===== src/rtl/exit_park_if.sv =====
// ---------------------------------------------------------------------------
// exit_park_if
// Bus bundle between the exit-side parking controller and its environment.
//   park_valid/park_slot : entry allocator reports a car taking a slot
//   exit_req/exit_slot   : driver at the exit asks to release a slot
//   time_tick            : timebase pulse for the per-slot duration counters
//   parking_capacity     : occupancy bitmap (bit i = slot i occupied)
//   free_count/lot_full  : derived occupancy summary
//   exit_busy            : exit FSM is handling a request
//   exit_ok/exit_err     : one-cycle result pulses of an exit request
//   fee_amount           : fee of the last accepted exit
//   gate_open            : exit barrier drive
// master = environment side, slave = exit_park controller side.
// ---------------------------------------------------------------------------
interface exit_park_if;
    logic        park_valid;
    logic [2:0]  park_slot;
    logic        exit_req;
    logic [2:0]  exit_slot;
    logic        time_tick;
    logic [7:0]  parking_capacity;
    logic [3:0]  free_count;
    logic        lot_full;
    logic        exit_busy;
    logic        exit_ok;
    logic        exit_err;
    logic [11:0] fee_amount;
    logic        gate_open;

    modport master (
        output park_valid, park_slot, exit_req, exit_slot, time_tick,
        input  parking_capacity, free_count, lot_full, exit_busy,
               exit_ok, exit_err, fee_amount, gate_open
    );

    modport slave (
        input  park_valid, park_slot, exit_req, exit_slot, time_tick,
        output parking_capacity, free_count, lot_full, exit_busy,
               exit_ok, exit_err, fee_amount, gate_open
    );
endinterface


===== src/rtl/exit_park.sv =====
// ---------------------------------------------------------------------------
// exit_park
// Exit-side controller of the 8-slot parking lot. Owns the occupancy bitmap,
// keeps an 8-bit saturating duration counter per slot, validates exit
// requests, computes the fee (duration x RATE) and holds the exit gate open
// for GATE_CYCLES cycles after an accepted exit.
// Ports:
//   clk  : system clock, rising edge
//   rst  : asynchronous active-high reset
//   bus  : exit_park_if.slave (park path, exit path, status outputs)
// ---------------------------------------------------------------------------
module exit_park #(
    parameter int unsigned GATE_CYCLES = 4,
    parameter int unsigned RATE        = 2
) (
    input  logic        clk,
    input  logic        rst,
    exit_park_if.slave  bus
);

    typedef enum logic [1:0] {
        ST_IDLE  = 2'd0,
        ST_CHECK = 2'd1,
        ST_GATE  = 2'd2
    } state_t;

    localparam logic [3:0]  GATE_LOAD = 4'(GATE_CYCLES);
    localparam logic [11:0] RATE_W    = 12'(RATE);

    state_t      state_q;
    logic [2:0]  slot_q;
    logic [3:0]  timer_q;
    logic        exit_ok_q;
    logic        exit_err_q;
    logic        gate_q;
    logic [11:0] fee_q;

    logic [7:0]  cap_q;
    logic [7:0]  cap_d;
    logic [7:0]  dur_q [8];
    logic [7:0]  dur_d [8];

    logic        chk_clr_s;
    logic [7:0]  clr_s;
    logic [7:0]  set_s;
    logic [11:0] fee_prod_s;

    // Number of set bits in an 8-bit vector.
    function automatic logic [3:0] count_ones(input logic [7:0] v);
        logic [3:0] n;
        n = 4'd0;
        for (int i = 0; i < 8; i++) begin
            n = n + {3'd0, v[i]};
        end
        return n;
    endfunction

    // Fee from the counter value before any same-cycle tick; 255*15 fits 12 bits.
    assign fee_prod_s = {4'd0, dur_q[slot_q]} * RATE_W;
    assign chk_clr_s  = (state_q == ST_CHECK) && cap_q[slot_q];

    // Next bitmap and counters: exit clear first, then park set, else tick.
    always_comb begin
        clr_s = 8'd0;
        set_s = 8'd0;
        cap_d = cap_q;
        for (int i = 0; i < 8; i++) begin
            dur_d[i] = dur_q[i];
        end
        for (int i = 0; i < 8; i++) begin
            clr_s[i] = chk_clr_s && (slot_q == 3'(i));
            // A park to a slot being cleared this cycle is honoured.
            set_s[i] = bus.park_valid && (bus.park_slot == 3'(i)) && (!cap_q[i] || clr_s[i]);
            if (set_s[i]) begin
                cap_d[i] = 1'b1;
            end else if (clr_s[i]) begin
                cap_d[i] = 1'b0;
            end else begin
                cap_d[i] = cap_q[i];
            end
            if (set_s[i] || clr_s[i]) begin
                dur_d[i] = 8'd0;
            end else if (bus.time_tick && cap_q[i] && (dur_q[i] != 8'hFF)) begin
                dur_d[i] = dur_q[i] + 8'd1;
            end else begin
                dur_d[i] = dur_q[i];
            end
        end
    end

    // Occupancy bitmap and duration counter registers.
    always_ff @(posedge clk or posedge rst) begin
        if (rst) begin
            cap_q <= 8'd0;
            for (int i = 0; i < 8; i++) begin
                dur_q[i] <= 8'd0;
            end
        end else begin
            cap_q <= cap_d;
            for (int i = 0; i < 8; i++) begin
                dur_q[i] <= dur_d[i];
            end
        end
    end

    // Exit FSM with registered result pulses, fee and gate drive.
    always_ff @(posedge clk or posedge rst) begin
        if (rst) begin
            state_q    <= ST_IDLE;
            slot_q     <= 3'd0;
            timer_q    <= 4'd0;
            exit_ok_q  <= 1'b0;
            exit_err_q <= 1'b0;
            gate_q     <= 1'b0;
            fee_q      <= 12'd0;
        end else begin
            exit_ok_q  <= 1'b0;
            exit_err_q <= 1'b0;
            case (state_q)
                ST_IDLE: begin
                    if (bus.exit_req) begin
                        slot_q  <= bus.exit_slot;
                        state_q <= ST_CHECK;
                    end else begin
                        state_q <= ST_IDLE;
                    end
                end
                ST_CHECK: begin
                    if (cap_q[slot_q]) begin
                        fee_q     <= fee_prod_s;
                        exit_ok_q <= 1'b1;
                        gate_q    <= 1'b1;
                        timer_q   <= GATE_LOAD;
                        state_q   <= ST_GATE;
                    end else begin
                        exit_err_q <= 1'b1;
                        state_q    <= ST_IDLE;
                    end
                end
                ST_GATE: begin
                    // Timer counts GATE_CYCLES..1; leaving on 1 gives GATE_CYCLES open cycles.
                    if (timer_q <= 4'd1) begin
                        timer_q <= 4'd0;
                        gate_q  <= 1'b0;
                        state_q <= ST_IDLE;
                    end else begin
                        timer_q <= timer_q - 4'd1;
                    end
                end
                default: begin
                    timer_q <= 4'd0;
                    gate_q  <= 1'b0;
                    state_q <= ST_IDLE;
                end
            endcase
        end
    end

    assign bus.parking_capacity = cap_q;
    assign bus.free_count       = 4'd8 - count_ones(cap_q);
    assign bus.lot_full         = &cap_q;
    assign bus.exit_busy        = (state_q != ST_IDLE);
    assign bus.exit_ok          = exit_ok_q;
    assign bus.exit_err         = exit_err_q;
    assign bus.fee_amount       = fee_q;
    assign bus.gate_open        = gate_q;

endmodule


===== src/flat_wrapper.sv =====
// flat-port wrapper written by rule: the top's interface ports become plain ports
module exit_park_flat 
#(
    parameter int unsigned GATE_CYCLES = 4,
    parameter int unsigned RATE        = 2
)
  (clk, rst, bus_park_valid, bus_park_slot, bus_exit_req, bus_exit_slot, bus_time_tick, bus_parking_capacity, bus_free_count, bus_lot_full, bus_exit_busy, bus_exit_ok, bus_exit_err, bus_fee_amount, bus_gate_open);
  exit_park_if bus_i ();
  input  logic clk;
  input  logic rst;
  input wire logic [$bits(bus_i.park_valid)-1:0] bus_park_valid;
  input wire logic [$bits(bus_i.park_slot)-1:0] bus_park_slot;
  input wire logic [$bits(bus_i.exit_req)-1:0] bus_exit_req;
  input wire logic [$bits(bus_i.exit_slot)-1:0] bus_exit_slot;
  input wire logic [$bits(bus_i.time_tick)-1:0] bus_time_tick;
  output wire logic [$bits(bus_i.parking_capacity)-1:0] bus_parking_capacity;
  output wire logic [$bits(bus_i.free_count)-1:0] bus_free_count;
  output wire logic [$bits(bus_i.lot_full)-1:0] bus_lot_full;
  output wire logic [$bits(bus_i.exit_busy)-1:0] bus_exit_busy;
  output wire logic [$bits(bus_i.exit_ok)-1:0] bus_exit_ok;
  output wire logic [$bits(bus_i.exit_err)-1:0] bus_exit_err;
  output wire logic [$bits(bus_i.fee_amount)-1:0] bus_fee_amount;
  output wire logic [$bits(bus_i.gate_open)-1:0] bus_gate_open;
  assign bus_i.park_valid = bus_park_valid;
  assign bus_i.park_slot = bus_park_slot;
  assign bus_i.exit_req = bus_exit_req;
  assign bus_i.exit_slot = bus_exit_slot;
  assign bus_i.time_tick = bus_time_tick;
  assign bus_parking_capacity = bus_i.parking_capacity;
  assign bus_free_count = bus_i.free_count;
  assign bus_lot_full = bus_i.lot_full;
  assign bus_exit_busy = bus_i.exit_busy;
  assign bus_exit_ok = bus_i.exit_ok;
  assign bus_exit_err = bus_i.exit_err;
  assign bus_fee_amount = bus_i.fee_amount;
  assign bus_gate_open = bus_i.gate_open;
  exit_park #(.GATE_CYCLES(GATE_CYCLES), .RATE(RATE)) u_core (.clk(clk), .rst(rst), .bus(bus_i));
endmodule

===== config.mk =====
export PLATFORM = sky130hd
export DESIGN_NAME = exit_park_flat
export DESIGN_NICKNAME = d
export VERILOG_FILES = /design/src/rtl/exit_park_if.sv /design/src/rtl/exit_park.sv /design/src/flat_wrapper.sv
export SDC_FILE = /design/constraint.sdc
export NUM_CORES = 1
export LEC_CHECK = 0
export ABC_AREA = 1
export CAP_MARGIN = 20
export CELL_PAD_IN_SITES_DETAIL_PLACEMENT = 0
export CELL_PAD_IN_SITES_GLOBAL_PLACEMENT = 1
export CORE_MARGIN = 10
export CORE_UTILIZATION = 47
export CTS_CLUSTER_SIZE = 8
export DETAILED_ROUTE_END_ITERATION = 10
export PLACE_DENSITY = 0.95
export SLEW_MARGIN = 10
export SYNTH_ARGS = -nofsm -noshare
export SYNTH_HDL_FRONTEND = slang
export SYNTH_SLANG_ARGS = --single-unit

===== constraint.sdc =====
create_clock -name clk -period 6.7 [get_ports clk]
set_input_delay 1.34 -clock clk [delete_from_list [all_inputs] [get_ports clk]]
set_output_delay 1.34 -clock clk [all_outputs]
set_load 0.05 [all_outputs]

==> flow_summary.toml <==
[setup_path]
worstSetupEndpointType = "primary output"
cp.required_ns = 5.36
path_class = "flip-flop to primary output"
crit_fanout = 7
start_kind = "flip-flop"
crit_arrival_ns = 3.82

[route]
wl_um = 14100
drtAntennaViolNets = 0
first_iter_violations = 399
wire_per_inst_um = 14.4
viasPerCell = 5.15
drtPass1Iterations = 5
vias = 5019
drc = 0

[final_layout]
final_util = 0.544
area_growth_pct = 13.8
fin_area_um2 = 6480
fin_nets = 859
nFillCells = 1136
layout-drive-gt1-share = 0.0520
diodes = 0

[sta]
hold_viol_final = 0
clock_skew_ns = 0.00930
rsz0062_at_grt = "false"
slew-limit-headroom = 0.467
finalSetupTns_ns = 0
fin_crit_ns = 5.16
fin_crit_sh = 0.769
worst_slack_ns = 1.54
worstMarginPinSlew_ns = 0.800
slew_viol_final = 0
setup_violations = 0
max_freq_ghz = 0.194

[power_and_ir_drop]
pwr_density_cell_nw_per_um2 = 556
cellLeakagePower_nw = 3.30
finalPower_mw = 3.60
peakVddDrop_mv = 0.382

[die]
die_area_um2 = 16900
die_x_um = 130
core_um2 = 11900
die_h_um = 130
initial_core_util = 0.478
io_pins = 40
rows = 40

[grt]
grt_max_degree = 49
grt_usage = 0.176
grt_overflow = 0
grt_pass1_vias = 4904
grt_first_pass_wirelength_um = 23700
antenna_found_initial = 0

[worst_hold_path]
hold_path.class = "flip-flop to flip-flop"

[placed_design]
gp_congestion = 0.873
hpwl_um = 10700
placed_area_um2 = 6150
post-place-ws_ns = 1.92
numPortBuffers = 35

[clocking]
clk_latency_ns = 0.36
cts_tree = "yes"
post-cts-setup-buffers = 0
cts_root_buffer = "clkbuf_16"
cts_max_path_buffers = 2
cts_resized = 0
clk_pin_slew_worst_paths_ns = 0.07
holdBufCountCts = 0
clock_sinks = 92
cts_made_buffers = 9
cts.htree.levels = 3

[yosys]
ys_seq_area_frac = 0.405
ys_ff_latch = 92
synth_cell_types = 32
syn_avg_cell_area_um2 = 7.23
syn_inst = 787
netlist_area_um2 = 5690
synth_warnings = 0

[run]
cap_violations = 0

[status]
status = "finished clean"
## through the flow
| stage | hold WS [ns] | cells |
|---|---|---|
| 3_5_place_dp | 0.463 | 958 |
| 6_report | 0.477 | 974 |
| 4_1_cts | 0.480 | 974 |
| 3_3_place_gp | 0.458 | 958 |
| 5_1_grt | 0.518 | 974 |
| 2_1_floorplan | 0.459 | 790 |
## critical path: stages, from the launching register on
cell and delay, ns:
dfrtp_1 0.47, fa_1 0.50, inv_1 0.07, ha_1 0.14, inv_1 0.05, fa_1 0.50
inv_1 0.07, fa_1 0.43, ha_1 0.21, xor2_1 0.18, clkdlybuf4s50_1 0.83
## registers in the layout, summed over array words and instances, names as in the netlist
name                         count
u_core.dur_q                    64
u_core.bus.fee_amount            8
u_core.bus.parking_capacity      8
u_core.timer_q                   4
u_core.slot_q                    3
u_core.state_q                   2
u_core.bus.exit_err              1
u_core.bus.exit_ok               1
u_core.bus.gate_open             1
## report_power, final
group / total, mW / leakage (nW) / switching, mW / internal, mW
logic: 2.04 / 1.97 / 1.37 / 0.674
registers: 0.988 / 1.17 / 0.241 / 0.748
clock network: 0.569 / 0.159 / 0.237 / 0.333
total: 3.60 / 3.30 / 1.85 / 1.75
## Yosys cell counts, drive strengths merged
master	instances	share of area
a21oi	16	0.014
buf	12	0.015
clkbuf	3	0.0020
conb	1	0.00066
dfrtp	92	0.40
fa	3	0.011
ha	23	0.051
inv	112	0.075
nand2	254	0.17
nand3	60	0.055
nand3b	5	0.0066
nand4	20	0.023
nor2	105	0.075
nor3	12	0.012
nor3b	1	0.0022
o21ai	34	0.035
o21bai	1	0.0013
o22ai	3	0.0033
or2	1	0.0011
xnor2	8	0.012
xor2	21	0.032
## layout make-up
cell class | instances | area [um^2] | share of cell area
Timing Repair Buffer | 36 | 358 | 0.0553
Clock buffer | 9 | 225 | 0.0348
Inverter | 112 | 427 | 0.0659
Tap cell | 147 | 184 | 0.0284
Multi-Input combinational cell | 571 | 2880 | 0.444
Sequential cell | 92 | 2300 | 0.355
Clock inverter | 7 | 105 | 0.0162
## worst paths after layout
path / start / endpoint / depth (start not counted) / slack, ns
max in group asynchronous: rst / u_core.bus.parking_capacity[5] / 3 / 4.16
min: u_core.bus.gate_open / u_core.bus.gate_open / 2 / 0.48
min reg2reg: u_core.bus.gate_open / u_core.bus.gate_open / 2 / 0.48
max reg2reg: u_core.slot_q[2] / u_core.bus.fee_amount[6] / 7 / 4.54
min in group asynchronous: rst / u_core.bus.fee_amount[5] / 2 / 1.43
max: u_core.bus.parking_capacity[4] / bus_free_count[3] / 10 / 1.54
## cell usage in the layout (no fill, tap or decap), drive strengths merged
master and n:
a21oi 16, buf 1, bufinv 2, clkbuf 9
clkdlybuf4s50 35, clkinv 2, clkinvlp 1, conb 4
dfrtp 92, fa 3, ha 23, inv 114
nand2 254, nand3 60, nand3b 5, nand4 20
nor2 105, nor3 12, nor3b 1, o21ai 34
o21bai 1, o22ai 3, or2 1, xnor2 8
xor2 21
## layer usage
metal / GRT usage / wire length, um / up-vias
li1: - / - / 2520
met2: 0.309 / 7150 / 79
met3: 0.0438 / 491 / 16
met4: 0.0476 / 221 / 0
met1: 0.210 / 6210 / 2404
met5: 0 / 0 / -
## cells by family after synthesis
| group | count (synthesis) | share of synthesized area |
|---|---|---|
| compound gates | 54 | 0.0532 |
| xor+xnor | 29 | 0.0446 |
| fa+ha+maj | 26 | 0.0611 |
| buf+inv | 127 | 0.0921 |
| flops | 92 | 0.405 |
| other cells | 1 | 0.000659 |
| simple gates | 458 | 0.344 |
(Power assumes the default switching activity.)
